===== src/rtl/arith_unit_seq.sv =====
// Switch-operand arithmetic unit: add, subtract, accumulate (single cycle) and
// iterative shift-add multiply, with 7-segment digit buses for operands and result.

module hex22digit (
    input  logic [3:0] hex_i,
    output logic [6:0] seg_o
);
    // Active-high segments, bit 0 = a ... bit 6 = g
    always_comb begin
        case (hex_i)
            4'h0:    seg_o = 7'h3F;
            4'h1:    seg_o = 7'h06;
            4'h2:    seg_o = 7'h5B;
            4'h3:    seg_o = 7'h4F;
            4'h4:    seg_o = 7'h66;
            4'h5:    seg_o = 7'h6D;
            4'h6:    seg_o = 7'h7D;
            4'h7:    seg_o = 7'h07;
            4'h8:    seg_o = 7'h7F;
            4'h9:    seg_o = 7'h6F;
            4'hA:    seg_o = 7'h77;
            4'hB:    seg_o = 7'h7C;
            4'hC:    seg_o = 7'h39;
            4'hD:    seg_o = 7'h5E;
            4'hE:    seg_o = 7'h79;
            default: seg_o = 7'h71;
        endcase
    end
endmodule

module arith_unit_seq #(
    parameter int WIDTH = 8
) (
    input  logic                   clock,
    input  logic                   reset,
    input  logic                   op_valid,
    input  logic [1:0]             op_sel,
    input  logic [WIDTH-1:0]       switch_a,
    input  logic [WIDTH-1:0]       switch_b,
    output logic [2*WIDTH-1:0]     result,
    output logic                   busy,
    output logic                   done,
    output logic                   overflow,
    output logic                   negative,
    output logic [7*WIDTH/4-1:0]   digits_a,
    output logic [7*WIDTH/4-1:0]   digits_b,
    output logic [7*WIDTH/2-1:0]   digits_res
);
    localparam int CW = $clog2(WIDTH);

    localparam logic [0:0] S_IDLE = 1'b0;
    localparam logic [0:0] S_MUL  = 1'b1;

    localparam logic [1:0] OP_ADD = 2'b00;
    localparam logic [1:0] OP_SUB = 2'b01;
    localparam logic [1:0] OP_MUL = 2'b10;
    localparam logic [1:0] OP_ACC = 2'b11;

    logic [0:0]         state_q,  state_d;
    logic [WIDTH-1:0]   a_q,      a_d;
    logic [WIDTH-1:0]   b_q,      b_d;
    logic [2*WIDTH-1:0] result_q, result_d;
    logic               done_q,   done_d;
    logic               ovf_q,    ovf_d;
    logic               neg_q,    neg_d;
    logic [CW-1:0]      cnt_q,    cnt_d;
    logic [2*WIDTH-1:0] mcand_q,  mcand_d;
    logic [WIDTH-1:0]   mplier_q, mplier_d;
    logic [2*WIDTH-1:0] prod_q,   prod_d;

    logic [WIDTH:0]     sum;
    logic [WIDTH-1:0]   diff;
    logic [2*WIDTH:0]   acc_sum;
    logic [2*WIDTH-1:0] step;

    always_comb begin
        sum     = {1'b0, a_q} + {1'b0, b_q};
        diff    = a_q - b_q;
        acc_sum = {1'b0, result_q} + {{(WIDTH+1){1'b0}}, a_q};
        step    = prod_q + (mplier_q[0] ? mcand_q : '0);

        state_d  = state_q;
        a_d      = a_q;
        b_d      = b_q;
        result_d = result_q;
        done_d   = 1'b0;
        ovf_d    = ovf_q;
        neg_d    = neg_q;
        cnt_d    = cnt_q;
        mcand_d  = mcand_q;
        mplier_d = mplier_q;
        prod_d   = prod_q;

        if (state_q == S_IDLE) begin
            a_d = switch_a;
            b_d = switch_b;
            if (op_valid) begin
                case (op_sel)
                    OP_ADD: begin
                        result_d = {{(WIDTH-1){1'b0}}, sum};
                        ovf_d    = sum[WIDTH];
                        neg_d    = 1'b0;
                        done_d   = 1'b1;
                    end
                    OP_SUB: begin
                        result_d = {{WIDTH{1'b0}}, diff};
                        ovf_d    = 1'b0;
                        neg_d    = (a_q < b_q);
                        done_d   = 1'b1;
                    end
                    OP_ACC: begin
                        result_d = acc_sum[2*WIDTH-1:0];
                        ovf_d    = acc_sum[2*WIDTH];
                        neg_d    = 1'b0;
                        done_d   = 1'b1;
                    end
                    default: begin
                        state_d  = S_MUL;
                        cnt_d    = '0;
                        prod_d   = '0;
                        mcand_d  = {{WIDTH{1'b0}}, a_q};
                        mplier_d = b_q;
                    end
                endcase
            end
        end else begin
            // One multiplier bit per cycle; the last step's sum goes straight to result
            prod_d   = step;
            mcand_d  = mcand_q << 1;
            mplier_d = mplier_q >> 1;
            cnt_d    = cnt_q + 1'b1;
            if (cnt_q == CW'(WIDTH - 1)) begin
                result_d = step;
                ovf_d    = 1'b0;
                neg_d    = 1'b0;
                done_d   = 1'b1;
                state_d  = S_IDLE;
            end
        end
    end

    always_ff @(posedge clock) begin
        if (!reset) begin
            state_q  <= S_IDLE;
            a_q      <= '0;
            b_q      <= '0;
            result_q <= '0;
            done_q   <= 1'b0;
            ovf_q    <= 1'b0;
            neg_q    <= 1'b0;
            cnt_q    <= '0;
            mcand_q  <= '0;
            mplier_q <= '0;
            prod_q   <= '0;
        end else begin
            state_q  <= state_d;
            a_q      <= a_d;
            b_q      <= b_d;
            result_q <= result_d;
            done_q   <= done_d;
            ovf_q    <= ovf_d;
            neg_q    <= neg_d;
            cnt_q    <= cnt_d;
            mcand_q  <= mcand_d;
            mplier_q <= mplier_d;
            prod_q   <= prod_d;
        end
    end

    assign result   = result_q;
    assign busy     = (state_q == S_MUL);
    assign done     = done_q;
    assign overflow = ovf_q;
    assign negative = neg_q;

    for (genvar i = 0; i < WIDTH/4; i++) begin : g_op_digits
        hex22digit u_dig_a (.hex_i(a_q[4*i +: 4]), .seg_o(digits_a[7*i +: 7]));
        hex22digit u_dig_b (.hex_i(b_q[4*i +: 4]), .seg_o(digits_b[7*i +: 7]));
    end

    for (genvar i = 0; i < WIDTH/2; i++) begin : g_res_digits
        hex22digit u_dig_r (.hex_i(result_q[4*i +: 4]), .seg_o(digits_res[7*i +: 7]));
    end
endmodule

===== config.mk =====
export PLATFORM = sky130hd
export DESIGN_NAME = arith_unit_seq
export DESIGN_NICKNAME = d
export VERILOG_FILES = /design/src/rtl/arith_unit_seq.sv
export SDC_FILE = /design/constraint.sdc
export NUM_CORES = 1
export LEC_CHECK = 0
export ABC_AREA = 1
export ABC_CLOCK_PERIOD_IN_PS = 4000
export CAP_MARGIN = 20
export CORE_MARGIN = 3
export CORE_UTILIZATION = 45
export DETAILED_ROUTE_END_ITERATION = 16
export DONT_BUFFER_PORTS = 1
export PLACE_DENSITY = 0.61
export SYNTH_ARGS = -nofsm -noshare
export SYNTH_HDL_FRONTEND = slang
export SYNTH_SLANG_ARGS = --single-unit

===== constraint.sdc =====
create_clock -name clock -period 4 [get_ports clock]
set_clock_uncertainty 0.05 [all_clocks]
set_input_delay 0.4 -clock clock [delete_from_list [all_inputs] [get_ports clock]]
set_output_delay 0.4 -clock clock [all_outputs]
set_load 0.02 [all_outputs]

# Word level (Yosys, flattened, before mapping)
# Memories as Yosys holds them, arrays and structs flattened. A register that Yosys moved wholly into a read port is not among the register bits.
# Index checks and enable logic that the tools add are counted.
# word_totals
word_cells	93
mem_bits_ro	896
mem_bits_rw	0
register_bits	79
output_inout_bits	76
latchBits	0
n_memories	8
# memory_table
name	words	width	rd	rd_ports_with_merged_regs	write_ports	line	rtl
(no name shown)	16	7	1	1	0	10	case (hex_i)
(no name shown)	16	7	1	1	0	10	
(no name shown)	16	7	1	1	0	10	
(no name shown)	16	7	1	1	0	10	
(no name shown)	16	7	1	1	0	10	
(no name shown)	16	7	1	1	0	10	
+2 memories	-	-	-	-	-	-	
# classes
shift	0
order_cmp	1
n_bitwise	2
muxes	48
n_div	0
addsub	5
n_mul	0
n_reduce_logical	11
n_eq_ne	5
# op_table
cell	n
two-way mux 16 bit	10
two-way mux 4 bit	16
one-hot mux 16 bit (3 select lines)	1
two-way mux 7 bit	3
adder 16 x 8 -> 17 bit	1
adder 16 bit	1
two-way mux 1 bit	13
adder 8 x 8 -> 9 bit	1
two-way mux 3 bit	3
< comparator 8 bit	1
subtractor 8 bit	1
AND reduction 3 bit	2
!= test 2 x 1 -> 1 bit, second input constant	2
AND reduction 2 bit	2
nonzero test 4 bit	1
OR reduction 2 bit	2
adder 3 x 1 -> 3 bit, second input constant	1
== test 3 bit, second input constant	1
one-hot mux 1 bit (3 select lines)	1
nonzero test 3 bit	1
OR reduction 3 bit	1
== test 2 x 1 -> 1 bit, second input constant	1
== test 2 bit, second input constant	1
zero test 2 bit	1
3 further kinds	4

# Longest topological paths before layout
# depth
depth_word	6
ltp_mapped	23
ltp_nobuf	21

# Cells and area by module
# A second synthesis with hierarchy kept.
# hier_totals
hier_cells	1303
hier_area_um2	7742.4
# by_module_without_submodules
mod	area_per_inst_um2	cells_each	instances	seq_area_each_um2
arith_unit_seq	5580.4	887	1	1581.5
hex22digit	270.3	52	8	0.0

# Least setup slack after synthesis
# No wires, ideal clock.
# synth_timing
path_kind	register to register
start	register mplier_q[0]
end	register g_res_digits[1].u_dig_r.seg_o[3] (netlist name)
path_slack_ns	1.077
n_path_buf	2
setup_ns	0.112
stages_incl_launch_ff	21
required_time_ns	3.838
arrival_time_ns	2.761
cell_sequence	dfxtp_1 clkbuf_1 clkbuf_1 nand2_1 inv_1 fa_1 nand2_1 a21oi_1 or2_2 nand3_1 nand2_1 inv_1 nand2_1 nand2_1 nor2_1 inv_1 ha_1 inv_1 nand3_1 nand3_1 nand2_1
# synth_via
elab_chain_len	6
# synth_lines
element	line	rtl
start: declaration	68	logic [WIDTH-1:0] mplier_q, mplier_d;
start signal: assignment	165	mplier_q <= mplier_d;
two-way mux 16 bit	80	step = prod_q + (mplier_q[0] ? mcand_q : '0);
adder 16 bit	80	
two-way mux 16 bit	132	if (cnt_q == CW'(WIDTH - 1)) begin
two-way mux 16 bit	94	if (state_q == S_IDLE) begin
two-way mux 4 bit (no line) (2 in series)	-	
# No other way between the ends. The select of a mux whose other input is x is not followed.
# A chain may end at the register's enable or synchronous reset.

# Worst setup path in the final report
# layout_timing
start	register mplier_q[0]
end	register g_res_digits[1].u_dig_r.seg_o[3] (netlist name)
# layout_via
elab_chain_len	6
# layout_lines
element	line
two-way mux 16 bit	80
adder 16 bit	80
two-way mux 16 bit	132
two-way mux 16 bit	94
two-way mux 4 bit (no line) (2 in series)	-
# No other way between the ends. The select of a mux whose other input is x is not followed.

==> impl_results.md <==
* Remaining Overflow, GRT at 0
* Synthesized flop and latch total at 135
* Largest net degree at the start of global routing at 36
* VDD IR max at 0.2682 mV
* Setup tns final at 0 ns
* Drt pass-1 iters at 5
* Unrepaired setup endpoints after global routing: no
* Fin. max-slew vios at 0
* Final net count at 1493
* Cell seen most often among critical-path stages: nand2_1
* Initial drt markers at 553
* Synth warnings at 0
* Setup violations, final at 0
* Most numerous cell in the Yosys netlist: nand2_1
* Critical path fanouts, max at 9
* Least-Margin Pin Slew at 0.7149 ns
* Largest cells by area after synthesis: dfxtp_1 30%, nand2_1 18%, ha_1 14%, inv_1 7.8%, nand3_1 6.9%
* Avg WL per Cell at 14.10 microns
* Synth top area share at 0.2993
* Kind of critical path: reg -> reg
* Area Overhead vs Synth at 9.464%
* Endpoints failing hold at 0
* Initial Util at 0.4609
* DRC at 0
* Vias in the first global route at 7791
* Ant. Diodes at 0
* CP peak stage delay at 0.51 ns
* Pwr Total at 4.126 mW
* Placed cell count at 1612
* Power Density at 417.4 mW/mm^2
* Number of synthesized flops with an enable pin at 0
* Area leader, netlist: dfxtp_1
* Cts bufs inserted at 17
* Synthesized Nets at 1496
* Leak at 5.090 nW
* Ys async rst share at 0
* Routed vias/inst at 5.043
* Final ANT Viol Nets at 0
* Share of layout cells above drive strength 1 at 0.06159
* Finished Cell Area at 0.009884 sq mm
* CTS Buffer Depth at 2
* Resized Gates After CTS at 0
* Total length of routed wires at 23.20 mm
* DP Wirelength at 17.79 mm
* CTS tree: yes
* CP arrival at 3.52 ns
* Max Clk Rate at 0.3076 GHz
* Core area at 0.01959 sq mm
* Crit-path cells: nand2_1 > inv_1 > ha_1 > fa_1 > nand2_1 > a21oi_1 > or2_2 > nand3_1 > nand2_1 > inv_1 > nand2_1 > nand2_1 > nor2_1 > inv_1 > ha_1 > inv_1 > nand3_1 > nand3_1 > nand2_1
* H-Tree Depth at 4
* Worst-path clk slew at 0.07 ns
* Sequential area share after synthesis at 0.2993
* Die width at 147.7 microns
* Row cnt at 51
* Hold Path Class: in -> reg
* Slowest library cell on the worst path: dfxtp_1
* Fin crit share at 0.8127
* Dominant synthesized flop cell: dfxtp_1
* Netlist Area Pre-Place at 0.009030 sq mm
* First-pass GRT wire length at 38.61 mm
* Root buf cell: clkbuf_16
* Latest clock arrival within the worst-skew pair at 0.42 ns
* Final RePlAce weighted congestion at 0.9031
* Antenna violations before repair at 0
* CP required at 4.27 ns
* Fin util at 0.5046
* Cells after synthesis at 1370
* Synth unique cells at 43
* Mapped Avg Cell Area at 6.591 sq um
* Buffers on Ports at 0
* Die height at 147.7 microns
* Status: complete, no violations
* Cts hold-fix bufs at 0
* Fin cells at 1645
* Max-cap violations at 0
* Die area at 0.02180 sq mm
* Area after DPL at 0.009275 sq mm
* Synth cell count leaders: 442 x nand2_1, 188 x inv_1, 135 x dfxtp_1
* Routed via count at 8296
* Slew headroom at 0.5197
* Final worst path period need at 3.251 ns
* Tot GR Track Use at 0.2161
* Sink Count at 135
* CP Capture Type: flip-flop
* Startpoint Class: flip-flop
* IO Pins at 97
* Post-CTS Setup Inserts at 0
==> area by class of cell <==
cell class / instances / area, sq um
fillers: 2004 / 9706
multi-input cells: 1004 / 5419
flip-flops and latches: 135 / 2704
inverters: 198 / 745.7
clock buffers: 18 / 439.2
well taps: 265 / 331.6
clock inverters: 14 / 162.7
repair buffers: 11 / 82.58
==> routing by layer <==
metal / track usage / up-vias / routed length (microns)
met2: 0.3586 / 145 / 10710
met4: 0.04893 / 0 / 217
met1: 0.2915 / 3785 / 11240
met5: 0 / - / 0
li1: - / 4351 / -
met3: 0.04384 / 15 / 1034
==> sequential cells by signal (all words and copies together), names as in the netlist, 3 cells and up <==
signal and count:
g_res_digits.u_dig_r.seg_o 28, mcand_q 16, prod_q 16, result 16, g_op_digits.u_dig_a.seg_o 14, g_op_digits.u_dig_b.seg_o 14, a_q 8, b_q 8
mplier_q 8, cnt_q 3
==> critical path: cells and delay by family (launching register included) <==
| kind | cells | cell delay, ns |
|---|---|---|
| flops | 1 | 0.51 |
| fa+ha+maj | 3 | 0.74 |
| simple gates | 11 | 1.19 |
| compound gates | 1 | 0.31 |
| buf+inv | 4 | 0.35 |
==> power breakdown <==
part           internal [mW]  leakage, nW  switching (mW)
Sequential              1.49         1.12           0.259
Clock                  0.950        0.289           0.664
Combinational          0.252         3.69           0.508
Total                   2.69         5.09            1.43
==> kinds of logic (layout without fill, tap and decap cells) <==
family          after synthesis  count (layout)  synth area share
flops                       135             135            0.2993
xor+xnor                      2               2          0.001940
compound gates              164             164            0.1016
fa+ha+maj                   105             105            0.1488
buf+inv                     231             241            0.1009
simple gates                733             733            0.3475
==> final timing paths <==
path                    start                               end  slack, ns  cells after the start
hold reg to reg   mcand_q[15]                       mcand_q[15]       0.41                      2
setup reg to reg  mplier_q[0]  g_res_digits[1].u_dig_r.seg_o[3]       0.75                     19
setup / recovery  mplier_q[0]  g_res_digits[1].u_dig_r.seg_o[3]       0.75                     19
hold / removal          reset                          cnt_q[0]       0.03                      2
==> placed cells by master, fill, tap and decap left out, types with 3 or more instances in the layout <==
master     netlist  routed
a211oi_1         3       3
a21oi_1         69      69
a21oi_4          3       3
a31oi_1         18      18
buf_4            2      11
clkbuf_16        0      17
clkinv_4         0       4
dfxtp_1        135     134
fa_1             4       4
ha_1           101     101
inv_1          188     188
inv_2            9       9
inv_6            0       6
nand2_1        442     442
nand2_2          8       8
nand3_1        125     125
nand3b_1         9       9
nand4_1          9       9
nor2_1          98      97
nor3_1          20      20
nor3_2           5       5
o211ai_1         3       3
o21ai_0         56      56
o21ai_1          4       4
or2_2            5       5
==> per-stage QoR <==
| stage | setup WS, ns | hold WS [ns] |
|---|---|---|
| 2_1_floorplan | 1.077 | 0.3912 |
| 6_report | 0.7493 | 0.02905 |
| 4_1_cts | 0.7768 | 0.01307 |
| 3_3_place_gp | 0.8812 | 0.4018 |
| 5_1_grt | 0.3870 | 0.02335 |
| 3_5_place_dp | 0.7853 | 0.4040 |
Power figures use the tool's default switching activity.
